`src/rtl/clock_pkg.sv`:
```
// Shared types and field widths for the digital clock alarm path.
package clock_pkg;

  localparam int unsigned HOUR_W = 5;
  localparam int unsigned MIN_W  = 6;
  localparam int unsigned SEC_W  = 6;

  typedef enum logic [1:0] {
    StIdle   = 2'd0,
    StRing   = 2'd1,
    StSnooze = 2'd2
  } alarm_state_e;

endpackage

```
`src/rtl/sec_countdown.sv`:
```
// Seconds down-counter: clear beats load beats tick; never decrements below zero.
module sec_countdown #(
  parameter int unsigned W = 8
) (
  input  logic         clk,
  input  logic         reset,
  input  logic         clear,
  input  logic         load,
  input  logic [W-1:0] load_value,
  input  logic         tick,
  output logic [W-1:0] count,
  output logic         zero
);

  logic [W-1:0] count_q, count_d;

  always_comb begin
    count_d = count_q;
    if (clear) begin
      count_d = '0;
    end else if (load) begin
      count_d = load_value;
    end else if (tick && (count_q != '0)) begin
      count_d = count_q - W'(1);
    end
  end

  always_ff @(posedge clk) begin
    if (reset) begin
      count_q <= '0;
    end else begin
      count_q <= count_d;
    end
  end

  assign count = count_q;
  assign zero  = (count_q == '0);

endmodule

```
`src/rtl/alarm_sequencer.sv`:
```
// Alarm path sequencer: time-match trigger, ring/snooze/dismiss FSM, 1 Hz buzzer pattern.
module alarm_sequencer
  import clock_pkg::*;
#(
  parameter int unsigned SNOOZE_MIN = 5,
  parameter int unsigned RING_SEC   = 60,
  parameter int unsigned MAX_SNOOZE = 3
) (
  input  logic                            clk,
  input  logic                            reset,
  input  logic                            tick_1hz,
  input  logic [HOUR_W-1:0]               cur_hour,
  input  logic [MIN_W-1:0]                cur_min,
  input  logic [SEC_W-1:0]                cur_sec,
  input  logic [HOUR_W-1:0]               alm_hour,
  input  logic [MIN_W-1:0]                alm_min,
  input  logic                            alarm_en,
  input  logic                            alarm_set_mode,
  input  logic                            B0,
  input  logic                            B1,
  output logic                            buzzer,
  output logic                            ringing,
  output logic                            snoozed,
  output logic [$clog2(MAX_SNOOZE+1)-1:0] snooze_left
);

  localparam int unsigned SlW   = $clog2(MAX_SNOOZE + 1);
  localparam int unsigned RingW = $clog2(RING_SEC + 1);
  localparam int unsigned SnzW  = $clog2(SNOOZE_MIN * 60 + 1);

  localparam logic [RingW-1:0] RingLoad = RingW'(RING_SEC);
  localparam logic [SnzW-1:0]  SnzLoad  = SnzW'(SNOOZE_MIN * 60);
  localparam logic [SlW-1:0]   SlInit   = SlW'(MAX_SNOOZE);

  alarm_state_e     state_q, state_d;
  logic             buzzer_q, buzzer_d;
  logic [SlW-1:0]   snooze_left_q, snooze_left_d;
  logic             match, match_q, trigger;

  logic             ring_clear, ring_load, ring_tick, ring_zero;
  logic             snz_clear, snz_load, snz_tick, snz_zero;
  logic [RingW-1:0] ring_count;
  logic [SnzW-1:0]  snz_count;

  assign match = alarm_en & ~alarm_set_mode & (cur_hour == alm_hour) & (cur_min == alm_min) &
                 (cur_sec == '0);
  assign trigger = match & ~match_q;

  sec_countdown #(
    .W (RingW)
  ) u_ring_timer (
    .clk        (clk),
    .reset      (reset),
    .clear      (ring_clear),
    .load       (ring_load),
    .load_value (RingLoad),
    .tick       (ring_tick),
    .count      (ring_count),
    .zero       (ring_zero)
  );

  sec_countdown #(
    .W (SnzW)
  ) u_snooze_timer (
    .clk        (clk),
    .reset      (reset),
    .clear      (snz_clear),
    .load       (snz_load),
    .load_value (SnzLoad),
    .tick       (snz_tick),
    .count      (snz_count),
    .zero       (snz_zero)
  );

  always_comb begin
    state_d       = state_q;
    buzzer_d      = buzzer_q;
    snooze_left_d = snooze_left_q;
    ring_clear    = 1'b0;
    ring_load     = 1'b0;
    ring_tick     = 1'b0;
    snz_clear     = 1'b0;
    snz_load      = 1'b0;
    snz_tick      = 1'b0;

    if (!alarm_en) begin
      state_d    = StIdle;
      buzzer_d   = 1'b0;
      ring_clear = 1'b1;
      snz_clear  = 1'b1;
    end else begin
      unique case (state_q)
        StIdle: begin
          if (trigger) begin
            state_d       = StRing;
            buzzer_d      = 1'b1;
            ring_load     = 1'b1;
            snooze_left_d = SlInit;
          end
        end
        StRing: begin
          // Any button press consumes the cycle, so a coincident tick is dropped.
          if (B1) begin
            state_d    = StIdle;
            buzzer_d   = 1'b0;
            ring_clear = 1'b1;
          end else if (B0) begin
            if (snooze_left_q != '0) begin
              state_d       = StSnooze;
              buzzer_d      = 1'b0;
              snooze_left_d = snooze_left_q - SlW'(1);
              ring_clear    = 1'b1;
              snz_load      = 1'b1;
            end
          end else if (tick_1hz && !ring_zero) begin
            if (ring_count == RingW'(1)) begin
              state_d    = StIdle;
              buzzer_d   = 1'b0;
              ring_clear = 1'b1;
            end else begin
              ring_tick = 1'b1;
              buzzer_d  = ~buzzer_q;
            end
          end
        end
        StSnooze: begin
          if (B1) begin
            state_d   = StIdle;
            snz_clear = 1'b1;
          end else if (B0) begin
            state_d = StSnooze;
          end else if (tick_1hz && !snz_zero) begin
            if (snz_count == SnzW'(1)) begin
              state_d   = StRing;
              buzzer_d  = 1'b1;
              snz_clear = 1'b1;
              ring_load = 1'b1;
            end else begin
              snz_tick = 1'b1;
            end
          end
        end
        default: begin
          state_d    = StIdle;
          buzzer_d   = 1'b0;
          ring_clear = 1'b1;
          snz_clear  = 1'b1;
        end
      endcase
    end
  end

  always_ff @(posedge clk) begin
    if (reset) begin
      state_q       <= StIdle;
      buzzer_q      <= 1'b0;
      snooze_left_q <= SlInit;
      match_q       <= 1'b0;
    end else begin
      state_q       <= state_d;
      buzzer_q      <= buzzer_d;
      snooze_left_q <= snooze_left_d;
      match_q       <= match;
    end
  end

  assign buzzer      = buzzer_q;
  assign ringing     = (state_q == StRing);
  assign snoozed     = (state_q == StSnooze);
  assign snooze_left = snooze_left_q;

endmodule

```
`config.mk`:
```
export PLATFORM = sky130hd
export DESIGN_NAME = alarm_sequencer
export DESIGN_NICKNAME = d
export VERILOG_FILES = /design/src/rtl/clock_pkg.sv /design/src/rtl/sec_countdown.sv /design/src/rtl/alarm_sequencer.sv
export SDC_FILE = /design/constraint.sdc
export NUM_CORES = 1
export LEC_CHECK = 0
export BUFFER_PORTS_ARGS = -buffer_cell sky130_fd_sc_hd__buf_2
export CAP_MARGIN = 20
export CORE_UTILIZATION = 35
export DETAILED_ROUTE_END_ITERATION = 16
export HOLD_SLACK_MARGIN = 0.02
export PLACE_DENSITY_LB_ADDON = 0.2
export SETUP_SLACK_MARGIN = 0.02
export SYNTH_ARGS = -nofsm -noshare
export SYNTH_HDL_FRONTEND = slang
export SYNTH_SLANG_ARGS = --single-unit
```
`constraint.sdc`:
```
create_clock -name clk -period 4.4 [get_ports clk]
set_clock_uncertainty 0.1 [all_clocks]
set_input_delay 0.22 -clock clk [delete_from_list [all_inputs] [get_ports clk]]
set_output_delay 0.22 -clock clk [all_outputs]
set_load 0.01 [all_outputs]
```
; ---- Word level (Yosys, flattened, before mapping)
; Index checks and enable logic that the tools add are counted.
[op_classes]
add_sub_neg = 3
n_eq_ne = 19
mux = 64
bitwise_logic = 9
n_reduce_logical = 26
[op_table]
columns = op, n
row1 = $mux 1, 40
row2 = $mux 2, 14
row3 = $ne 4x3->1 const B, 5
row4 = $mux 9, 2
row5 = $logic_not 6->1, 2
row6 = $mux 6, 2
row7 = $reduce_and 6->1, 2
row8 = $ne 2x2->1 const B, 5
row9 = $reduce_or 2->1, 5
row10 = $eq 9x1->1 const B, 1
row11 = $logic_not 9->1, 1
row12 = $reduce_bool 9->1, 1
row13 = $sub 9x1->9 const B, 1
row14 = $reduce_bool 2->1, 4
row15 = $reduce_and 7->1, 1
row16 = $eq 6x1->1 const B, 1
row17 = $eq 6x6->1, 1
row18 = $ne 2x1->1 const B, 3
row19 = $pmux 1 s2, 3
row20 = $pmux 2 s3, 1
row21 = $reduce_bool 6->1, 1
row22 = $reduce_or 3->1, 2
row23 = $sub 6x1->6 const B, 1
row24 = $and 1x1->1, 5
row25 = 10 further kinds, 17
[word_totals]
ff_bits = 21
inputBits = 35
out_inout_bits = 5
elab_cells = 129

; ---- Logic depth before layout (Yosys ltp)
[logic_depth]
ltp_word = 11
depth_mapped = 8
depth_no_buf = 7

; ---- Cells and area by module
; Synthesis repeated with hierarchy kept, for this count alone.
[unflattened]
cells_unflattened = 198
area_unflattened_um2 = 1585.3
[by_module_without_submodules]
columns = module, n_inst, cells_each, area_each_um2, seq_area_each_um2
row1 = alarm_sequencer, 1, 87, 643.1, 120.1
row2 = sec_countdown at u_snooze_timer, 1, 69, 595.6, 180.2
row3 = sec_countdown at u_ring_timer, 1, 42, 346.6, 120.1

; ---- Least setup slack after synthesis
; Ideal clock, no wire load.
[synth_path]
kind = register -> register
start = reg u_snooze_timer.count_q[4] (netlist: u_snooze_timer.count[4])
end = reg u_snooze_timer.count_q[8] (netlist: u_snooze_timer.count[8])
setup_ns = 0.121
arrival_ns = 1.736
required_time_ns = 4.179
slack_ns = 2.442
path_stages_with_launch = 8
path_buffers = 2
period_less_slack_ns = 1.958
cell_sequence = dfxtp_1 > or4_1 > buf_2 > o311a_1 > buf_6 > nand4b_2 > xor2_1 > a21oi_1
[synth_between]
elab_chain_len = 10
elab_cells_between_ends = 23
cone_classes = add/sub (1) / eq/ne (1) / mux (14) / reduce/logical (7)
[synth_rtl]
columns = element, line
row1 = "start, declared", sec_countdown.sv:15  ; logic [W-1:0] count_q, count_d;
row2 = "start signal, assigned", sec_countdown.sv:32  ; count_q <= count_d;
row3 = branches (longest 10 deep; another with $eq 9x1->1), --
; Several ways; the timed one is not identified. The select of a mux whose other input is x is not followed.
; A chain may end at the register's enable or synchronous reset.

; ---- Worst setup path after layout
[layout_path]
start = reg state_q[1]
end = reg u_snooze_timer.count_q[5] (netlist: u_snooze_timer.count[5])
[layout_between]
elab_chain_len = 5
elab_cells_between_ends = 14
cone_classes = eq/ne (2) / mux (7) / reduce/logical (5)
[layout_rtl]
columns = element, line
row1 = "start, declared", alarm_sequencer.sv:35  ; alarm_state_e state_q, state_d;
row2 = "start signal, assigned", alarm_sequencer.sv:155  ; state_q <= StIdle;
row3 = "start signal, assigned", alarm_sequencer.sv:160  ; state_q <= state_d;
row4 = $eq 2x1->1 (tied with other cells), alarm_sequencer.sv:92  ; unique case (state_q)
row5 = $reduce_or 2->1 (no line) / $mux 1 (equally long branches), --
row6 = $pmux 1 s2 / $mux 1 (equally long branches), "alarm_sequencer.sv:92, alarm_sequencer.sv:86"
row7 = $mux 1 / $logic_and 1x1->1 (equally long branches), "alarm_sequencer.sv:86, sec_countdown.sv:23"
row8 = $reduce_or 2->1 (no line) / $reduce_bool 2->1 (equally long branches), --
; Parallel ways exist; a longest one is shown, timed or not.

==> out/metrics.yaml <==
cts-root-buf: "clkbuf_8"
post_cts_buffers: 0
ys_warn_count: 0
intPower_mw: 0.275
die-area_um2: 4430
required_ns: 4.50
crit_slowest_cell: "o311a_1"
pre_cts_ws_ns: 2.27
clk_path_buf_depth: 2
yosysSeqAreaShare_pct: 28.8
portBuffers: 39
power.density_nw_per_um2: 209
finalSetupViolCount: 0
status: "finished clean"
most-common-layout-cells: "buf_2 (39), dfxtp_1 (21), xnor2_1 (13), nor2_1 (13), xor2_1 (10)"
seqPwrFrac_pct: 52.4
hpwl_um: 2510
pwr-share-comb_pct: 12.2
fmax_mhz: 465
fin_ws_ns: 2.25
final_common_cell: "buf_2"
antennaDiodeCount: 0
rows: 23
clock-sinks: 21
ys_types: 49
final_nets: 250
power.leakage_nw: 0.670
synth_edf_count: 0
critPathMaxStageDelay_ns: 0.54
irDropWorstVdd_uv: 163
totalWireLength_um: 3120
dr.pass1.iters: 4
die_w_um: 66.5
routedWlPerCell_um: 12.1
drive_gt1_share_pct: 26.0
pin_count: 40
worstMarginPinSlew_ns: 0.554
worstPathCellList: "nor4b_1 > o311a_1 > nand4b_2 > xor2_1 > a21oi_1"
clk_pin_slew_worst_paths_ns: 0.08
syn-num-nets: 211
hold_viol: 0
avgSynthCellArea_um2: 8.57
cts_hold_buf: 0
die_h_um: 66.5
max_slew_margin_pct: 62.1
regToRegSetupSlack_ns: 2.25
grtUsageMet2_pct: 24.6
fin_crit_sh_pct: 48.9
path_class: "reg2reg"
grtUsageTotal_pct: 16.1
syn-instance-count: 170
grtUsageMet3_pct: 3.94
synth-seq-cells: 21
cts_tree: "yes"
cts_buffers: 3
htreeDepth: 1
antenna_left: 0
core_area_um2: 4000
grt_pass1_wl_um: 5470
clkLatencyLatePin_ns: 0.26
slew_violations: 0
drtIter0Drc: 79
area_growth_pct: 19.0
viasPerCell: 5.12
clockPowerShare_pct: 35.4
grt_setup_unrepaired: "no"
grt_start_max_net_pins: 13
grt-ovfl-total: 0
switchingPower_mw: 0.0870
antenna_found_initial: 0
synth_area_um2: 1460
fin_util_pct: 43.4
critPathMaxFanout: 12
cp_data_arrival_time_ns: 2.25
gp_congestion: 0.732
fillers: 407
start_util_pct: 36.4
final.min_clock_period_ns: 2.15
setup_tns_ns: 0
switching_share_pct: 24.0
num_vias: 1320
maxCapViolations: 0
first_global_vias: 1245
min_path_type: "in2reg"
post-route-drc-count: 0
grtUsageMet1_pct: 22.1
setup.worst_path.start_class: "flop"
cp-end-kind: "flop"
cts_resized: 0
async_flop_share_pct: 0
synth_ff_type: "dfxtp_1"
grt_most_used_layer: "met2"
[through the flow]
stage,hold WS [ns],power [mW],cell area (um2),std cells
final,0.179,0.362,1730,258
after global routing,0.198,0.381,1730,258
after CTS,0.171,0.370,1730,258
after detailed placement,0.401,0.239,1690,254
after global placement,0.393,0.239,1690,254
after floorplan,0.286,0.216,1460,170
[power by group through the flow]
| stage | logic (mW) | registers, mW | clock network, mW |
|---|---|---|---|
| 6_report | 0.0443 | 0.190 | 0.128 |
| 5_1_grt | 0.0496 | 0.190 | 0.141 |
| 4_1_cts | 0.0447 | 0.190 | 0.135 |
| 3_5_place_dp | 0.0447 | 0.194 | 0 |
| 3_3_place_gp | 0.0445 | 0.194 | 0 |
| 2_1_floorplan | 0.0212 | 0.194 | 0 |
[registers in the layout, indices dropped and copies added (netlist names)]
name,cells
u_ring_timer.count,6
state_q,2
buzzer,1
match_q,1
snooze_left,2
u_snooze_timer.count,9
[cell families (layout without fill, tap and decap cells)]
group	Yosys count	in the layout	share of synthesized area, %
AOI/OAI and AO/OA	35	35	17.4
and+or+nand+nor	70	70	29.8
adders and majority gates	6	6	5.15
xor gates and xnor gates	23	23	13.8
muxes	1	1	0.772
buffers and inverters	14	52	4.21
DFF	21	21	28.8
[area by class of cell]
type	count	area [um2]	share of cell area, %
Clock inverter	1	5.00	0.289
Sequential cell	21	420	24.2
Timing Repair Buffer	39	195	11.3
Multi-Input combinational cell	135	976	56.3
Inverter	9	33.8	1.95
Clock buffer	3	41.3	2.38
Tap cell	50	62.6	3.61
[layer usage]
layer / share of wire [%] / up-vias
li1: - / 700
met1: 50 / 574
met2: 42 / 41
met3: 6.4 / 5
met4: 1.2 / 0
met5: 0 / -
[synth_stat cells, types with 3 or more instances]
cell type	instances	area (um2)
nor3_1	6	30.0
nor4_1	3	18.8
clkbuf_1	3	11.3
xor2_1	10	87.6
a21oi_1	9	45.0
or4_1	4	30.0
dfxtp_1	21	420
inv_1	9	33.8
nand2b_1	6	37.5
o21ai_1	6	30.0
nand3_1	7	35.0
a211oi_1	3	22.5
xnor2_1	13	114
ha_1	6	75.1
nand2_1	5	18.8
nand4_1	5	31.3
nor2_1	13	48.8
[path summary, 6_finish.rpt]
path                                start                      end  depth (start not counted)
setup reg to reg               state_q[1]  u_snooze_timer.count[5]                          5
hold reg to reg   u_snooze_timer.count[6]  u_snooze_timer.count[6]                          2
hold / removal                cur_hour[4]                  match_q                          4
setup / recovery               state_q[1]  u_snooze_timer.count[5]                          5
[worst max-delay path: cells and delay by family, from the launching register on]
family	cells	cell delay [ns]
DFF	1	0.53
xor gates and xnor gates	1	0.16
and+or+nand+nor	2	0.63
AOI/OAI and AO/OA	2	0.67
(Power assumes the default switching activity.)
